### config.mk
export PLATFORM = sky130hd
export DESIGN_NAME = direct_sound_fifo
export DESIGN_NICKNAME = d
export VERILOG_FILES = /design/src/rtl/direct_sound_fifo.sv
export SDC_FILE = /design/constraint.sdc
export NUM_CORES = 1
export LEC_CHECK = 0
export BUFFER_PORTS_ARGS = -buffer_cell sky130_fd_sc_hd__buf_2
export CELL_PAD_IN_SITES_DETAIL_PLACEMENT = 1
export CELL_PAD_IN_SITES_GLOBAL_PLACEMENT = 2
export CORE_MARGIN = 2
export CORE_UTILIZATION = 51
export CTS_CLUSTER_DIAMETER = 120
export DETAILED_ROUTE_END_ITERATION = 16
export PLACE_DENSITY = 0.92
export SYNTH_ARGS = -nofsm -noshare
export SYNTH_HDL_FRONTEND = slang
export SYNTH_SLANG_ARGS = --single-unit
export TNS_END_PERCENT = 30
### constraint.sdc
create_clock -name clock -period 5.5 [get_ports clock]
set_input_delay 0.55 -clock clock [delete_from_list [all_inputs] [get_ports clock]]
set_output_delay 0.55 -clock clock [all_outputs]
set_load 0.03 [all_outputs]
### src/rtl/direct_sound_fifo.sv
// One Direct Sound channel FIFO: packs 32-bit writes into word storage and
// plays them out one signed PCM byte per timer tick, little-endian.
module direct_sound_fifo #(
  parameter int unsigned DEPTH_WORDS   = 8,
  parameter int unsigned DMA_THRESHOLD = 4
) (
  input  logic                           clock,
  input  logic                           reset,
  input  logic                           fifo_clear,
  input  logic                           write_en,
  input  logic [1:0]                     write_strb,
  input  logic [31:0]                    write_data,
  input  logic                           timer_tick,
  output logic [7:0]                     sample,
  output logic                           sample_valid,
  output logic [$clog2(DEPTH_WORDS):0]   level,
  output logic                           dma_req,
  output logic                           overflow,
  output logic                           underflow
);

  localparam int unsigned PW = $clog2(DEPTH_WORDS);
  localparam int unsigned LW = PW + 1;

  logic [31:0]   mem [DEPTH_WORDS];
  logic [PW-1:0] wr_ptr;
  logic [PW-1:0] rd_ptr;
  logic [15:0]   staging;
  logic [31:0]   cur_word;
  logic [1:0]    byte_idx;
  logic          cur_valid;

  logic [31:0]   head;
  logic [31:0]   push_word;
  logic          push_req;
  logic          push_acc;
  logic          fifo_nonempty;
  logic          fifo_full;
  logic          prefetch;
  logic          reload;
  logic          pop;
  logic [LW-1:0] level_nxt;

  // Push/pop decisions for this cycle; a clear suppresses both.
  always_comb begin
    head          = mem[rd_ptr];
    push_word     = write_data;
    push_req      = 1'b0;
    fifo_nonempty = (level != '0);
    fifo_full     = (level == LW'(DEPTH_WORDS));
    prefetch      = !fifo_clear && !cur_valid && fifo_nonempty;
    reload        = !fifo_clear && timer_tick && cur_valid &&
                    (byte_idx == 2'd3) && fifo_nonempty;
    pop           = prefetch || reload;
    if (write_en && !fifo_clear) begin
      if (write_strb == 2'b11) begin
        push_req = 1'b1;
      end else if (write_strb == 2'b10) begin
        push_req  = 1'b1;
        push_word = {write_data[31:16], staging};
      end
    end
    push_acc  = push_req && (!fifo_full || pop);
    level_nxt = level + LW'(push_acc) - LW'(pop);
  end

  // Word storage; pointers and level carry the reset.
  always_ff @(posedge clock) begin
    if (push_acc) begin
      mem[wr_ptr] <= push_word;
    end
  end

  always_ff @(posedge clock or posedge reset) begin
    if (reset) begin
      wr_ptr       <= '0;
      rd_ptr       <= '0;
      level        <= '0;
      staging      <= '0;
      cur_word     <= '0;
      byte_idx     <= '0;
      cur_valid    <= 1'b0;
      sample       <= '0;
      sample_valid <= 1'b0;
      dma_req      <= 1'b0;
      overflow     <= 1'b0;
      underflow    <= 1'b0;
    end else if (fifo_clear) begin
      wr_ptr       <= '0;
      rd_ptr       <= '0;
      level        <= '0;
      staging      <= '0;
      cur_word     <= '0;
      byte_idx     <= '0;
      cur_valid    <= 1'b0;
      sample       <= '0;
      sample_valid <= 1'b0;
      dma_req      <= 1'b0;
      overflow     <= 1'b0;
      underflow    <= 1'b0;
    end else begin
      sample_valid <= 1'b0;
      underflow    <= 1'b0;
      overflow     <= push_req && !push_acc;
      dma_req      <= pop && (level_nxt <= LW'(DMA_THRESHOLD));
      level        <= level_nxt;
      if (write_en && write_strb == 2'b01) begin
        staging <= write_data[15:0];
      end
      if (push_acc) begin
        wr_ptr <= wr_ptr + PW'(1);
      end
      if (pop) begin
        rd_ptr <= rd_ptr + PW'(1);
      end
      // Play the current byte; on the last byte reload from the head or go idle.
      if (timer_tick) begin
        if (cur_valid) begin
          sample       <= cur_word[{byte_idx, 3'b000} +: 8];
          sample_valid <= 1'b1;
          byte_idx     <= byte_idx + 2'd1;
          if (byte_idx == 2'd3) begin
            if (reload) begin
              cur_word <= head;
            end else begin
              cur_valid <= 1'b0;
            end
          end
        end else begin
          underflow <= 1'b1;
        end
      end
      if (prefetch) begin
        cur_word  <= head;
        byte_idx  <= '0;
        cur_valid <= 1'b1;
      end
    end
  end

endmodule

==> impl_metrics.env <==
export IMPL_required_ns=5.67
export IMPL_reg2reg_slack_ns=2.14
export IMPL_cts_reportedPaths_clkPinSlew_ns=0.06
export IMPL_fmaxAchievable_mhz=298
export IMPL_drc=0
export IMPL_grt_pass1_wl_mm=44.6
export IMPL_clk_path_buf_depth=3
export IMPL_synth_top_area_share_pct=58.6
export IMPL_core_um2=25200
export IMPL_hp_class="primary input to register"
export IMPL_synth_area_leaders="edfxtp_1, dfrtp_1, mux4_2"
export IMPL_status="completed"
export IMPL_syn_num_nets=725
export IMPL_synth_compound_area_share_pct=3.47
export IMPL_cts_tree="done"
export IMPL_fin_crit_sh_pct=61.0
export IMPL_wl_per_cell_um=26.3
export IMPL_cts_resized=0
export IMPL_areaGrowthSynthToFinish_pct=12.4
export IMPL_worstPathArrival_ns=3.53
export IMPL_hold_end="staging[7]"
export IMPL_yosys_cell_types_count=43
export IMPL_synth_seq_cells=329
export IMPL_yosysMostFrequentCell="edfxtp_1"
export IMPL_slew_viol_final=0
export IMPL_die_area_um2=27000
export IMPL_worst_path_max_fanout=20
export IMPL_async_flop_share_pct=22.2
export IMPL_hpwl_mm=17.4
export IMPL_period_needed_ns=3.36
export IMPL_dieWidth_um=164
export IMPL_synthAdderAreaFrac_pct=0.916
export IMPL_fin_skew_ns=0.0257
export IMPL_cts_num_sinks=329
export IMPL_timing_rr_end="mem[7][4]"
export IMPL_yosys_warnings=0
export IMPL_grt_max_degree=74
export IMPL_synth_top_cell_by_area="edfxtp_1"
export IMPL_route_vias_total=6597
export IMPL_synthXorXnorAreaFrac_pct=0.134
export IMPL_numCtsBuffers=35
export IMPL_floorplan_initialDensity_pct=52.1
export IMPL_ios=55
export IMPL_gr_total_overflow=0
export IMPL_min_delay_start="write_data[7]"
export IMPL_syn_area_um2=13100
export IMPL_rsz0062_at_grt="false"
export IMPL_htreeDepth=2
export IMPL_io_buffers=54
export IMPL_syn_avg_cell_area_um2=19.4
export IMPL_p_leak_nw=5.06
export IMPL_dp_slack_ns=2.08
export IMPL_rr_worst_depth=6
export IMPL_hold_path_cell_count=2
export IMPL_start_kind="register"
export IMPL_antenna_found_initial=0
export IMPL_postCtsSetupBuffers=0
export IMPL_synth_top_family_by_area="multiplexers"
export IMPL_synth_commonest_cells="edfxtp_1, dfrtp_1, mux4_2"
export IMPL_final_setup_viol_count=0
export IMPL_max_cap_viol_count=0
export IMPL_rows=58
export IMPL_fp_dieH_um=164
export IMPL_routed_wl_mm=28.8
export IMPL_drt_iter0_markers=626
export IMPL_drt_pass1_iter_count=6
export IMPL_synth_edf_count=256
export IMPL_slew_headroom_pct=19.9
export IMPL_ir_worst_vdd_mv=0.377
export IMPL_diodes=0
export IMPL_final_setup_worst_slack_ns=2.14
export IMPL_viasPerCell=6.01
export IMPL_grt_pass1_vias=7236
export IMPL_worst_pin_slew_ns=1.20
export IMPL_seq_area_frac_synth_pct=72.6
export IMPL_synthCells=677
export IMPL_gp_congestion=0.766
export IMPL_clk_latency_ns=0.53
export IMPL_fin_setup_tns_ns=0
export IMPL_finalHoldViolations=0
export IMPL_track_usage_pct=22.5
export IMPL_hold_buffers=0
export IMPL_synthFlopType="edfxtp_1"
export IMPL_crit_reg2reg_launch="byte_idx[0]"
export IMPL_criticalPathCategory="register to register"
export IMPL_final_util_pct=58.5
export IMPL_drive_gt1_share_pct=28.8
export IMPL_fill_cells=2175
export IMPL_synth_mux_area_share_pct=16.3
export IMPL_yosys_area_share_simple_pct=4.51
export IMPL_p_per_area_nw_per_um2=439
export IMPL_end_kind="register"
export IMPL_drtAntennaViolNets=0
export IMPL_final_net_count=791
export IMPL_root_buffer="clkbuf_16"
[report_power, final]
part           internal [mW]  leakage [nW]  switching, mW  total (mW)
Sequential              2.86          3.29          0.226        3.09
Clock                   1.21         0.513          0.955        2.17
Combinational          0.569          1.26          0.635        1.20
Total                   4.64          5.06           1.82        6.46
[metrics by stage]
step / total power [mW] / instance area (um^2) / instances / hold WS [ns]
CTS: 6.51 / 14700 / 1098 / 0.241
detailed placement: 4.34 / 13700 / 1036 / 0.485
finish: 6.46 / 14700 / 1098 / 0.257
global placement: 4.28 / 13700 / 1036 / 0.484
global route: 6.70 / 14700 / 1098 / 0.248
floorplan: 4.02 / 13100 / 677 / 0.465
[area by class of cell]
class                           instances  area, um^2  share of cell area (%)
Sequential cell                       329        9520                    64.6
Multi-Input combinational cell        305        3360                    22.8
Clock buffer                           47         941                    6.39
Tap cell                              330         413                    2.80
Timing Repair Buffer                   67         368                    2.50
Clock inverter                         15         111                   0.756
Inverter                                5        18.8                   0.127
[per-layer routing]
layer  wire length (um)  up-vias  track usage [%]
met5                  0        -                0
met4                724        0             7.46
met3               1640       62             3.81
met2              14900      242             37.4
met1              11600     3460             30.6
li1                   -     2833                -
[worst max-delay path: stages, from the launching register on]
cell and delay [ns]:
dfrtp_1 0.70, ha_1 0.27, a21boi_2 0.10, o31ai_1 0.31, nand3_1 0.34, nor2_2 0.78
buf_4 0.49
[layout by cell type (no fill, tap or decap), types with 8 or more instances in the layout]
master / Yosys / layout
mux2_2: 17 / 17
mux4_2: 72 / 72
mux2i_1: 33 / 33
nand3b_1: 32 / 32
buf_2: 12 / 54
ha_1: 8 / 8
o21ai_1: 32 / 32
dfrtp_1: 73 / 70
clkbuf_1: 12 / 10
nor2_1: 16 / 10
a21oi_1: 11 / 11
a22o_1: 16 / 16
clkbuf_16: 0 / 35
buf_4: 1 / 13
edfxtp_1: 256 / 256
nand2_1: 25 / 25
[cell families after synthesis]
group | Yosys count
fa+ha+maj | 9
flops | 329
compound gates | 73
buf+inv | 43
xor+xnor | 2
mux | 122
simple gates | 99
[worst max-delay path by stage]
stage,from,cells past startpoint,slack [ns],to
6_report,byte_idx[0],6,2.14,mem[7][4]
5_1_grt,byte_idx[0],6,1.89,mem[3][31]
4_1_cts,byte_idx[0],6,2.13,mem[7][31]
3_5_place_dp,fifo_clear,5,2.08,mem[2][6]
3_3_place_gp,fifo_clear,5,2.22,mem[2][7]
2_1_floorplan,level[2],5,1.52,mem[1][0]
[sequential cells by signal, summed over array words and instances (netlist names)]
signal,flops
mem,256
cur_word,32
staging,16
sample,8
level,4
rd_ptr,3
wr_ptr,3
byte_idx,2
cur_valid,1
dma_req,1
overflow,1
sample_valid,1
underflow,1
Power figures use the tool's default switching activity.
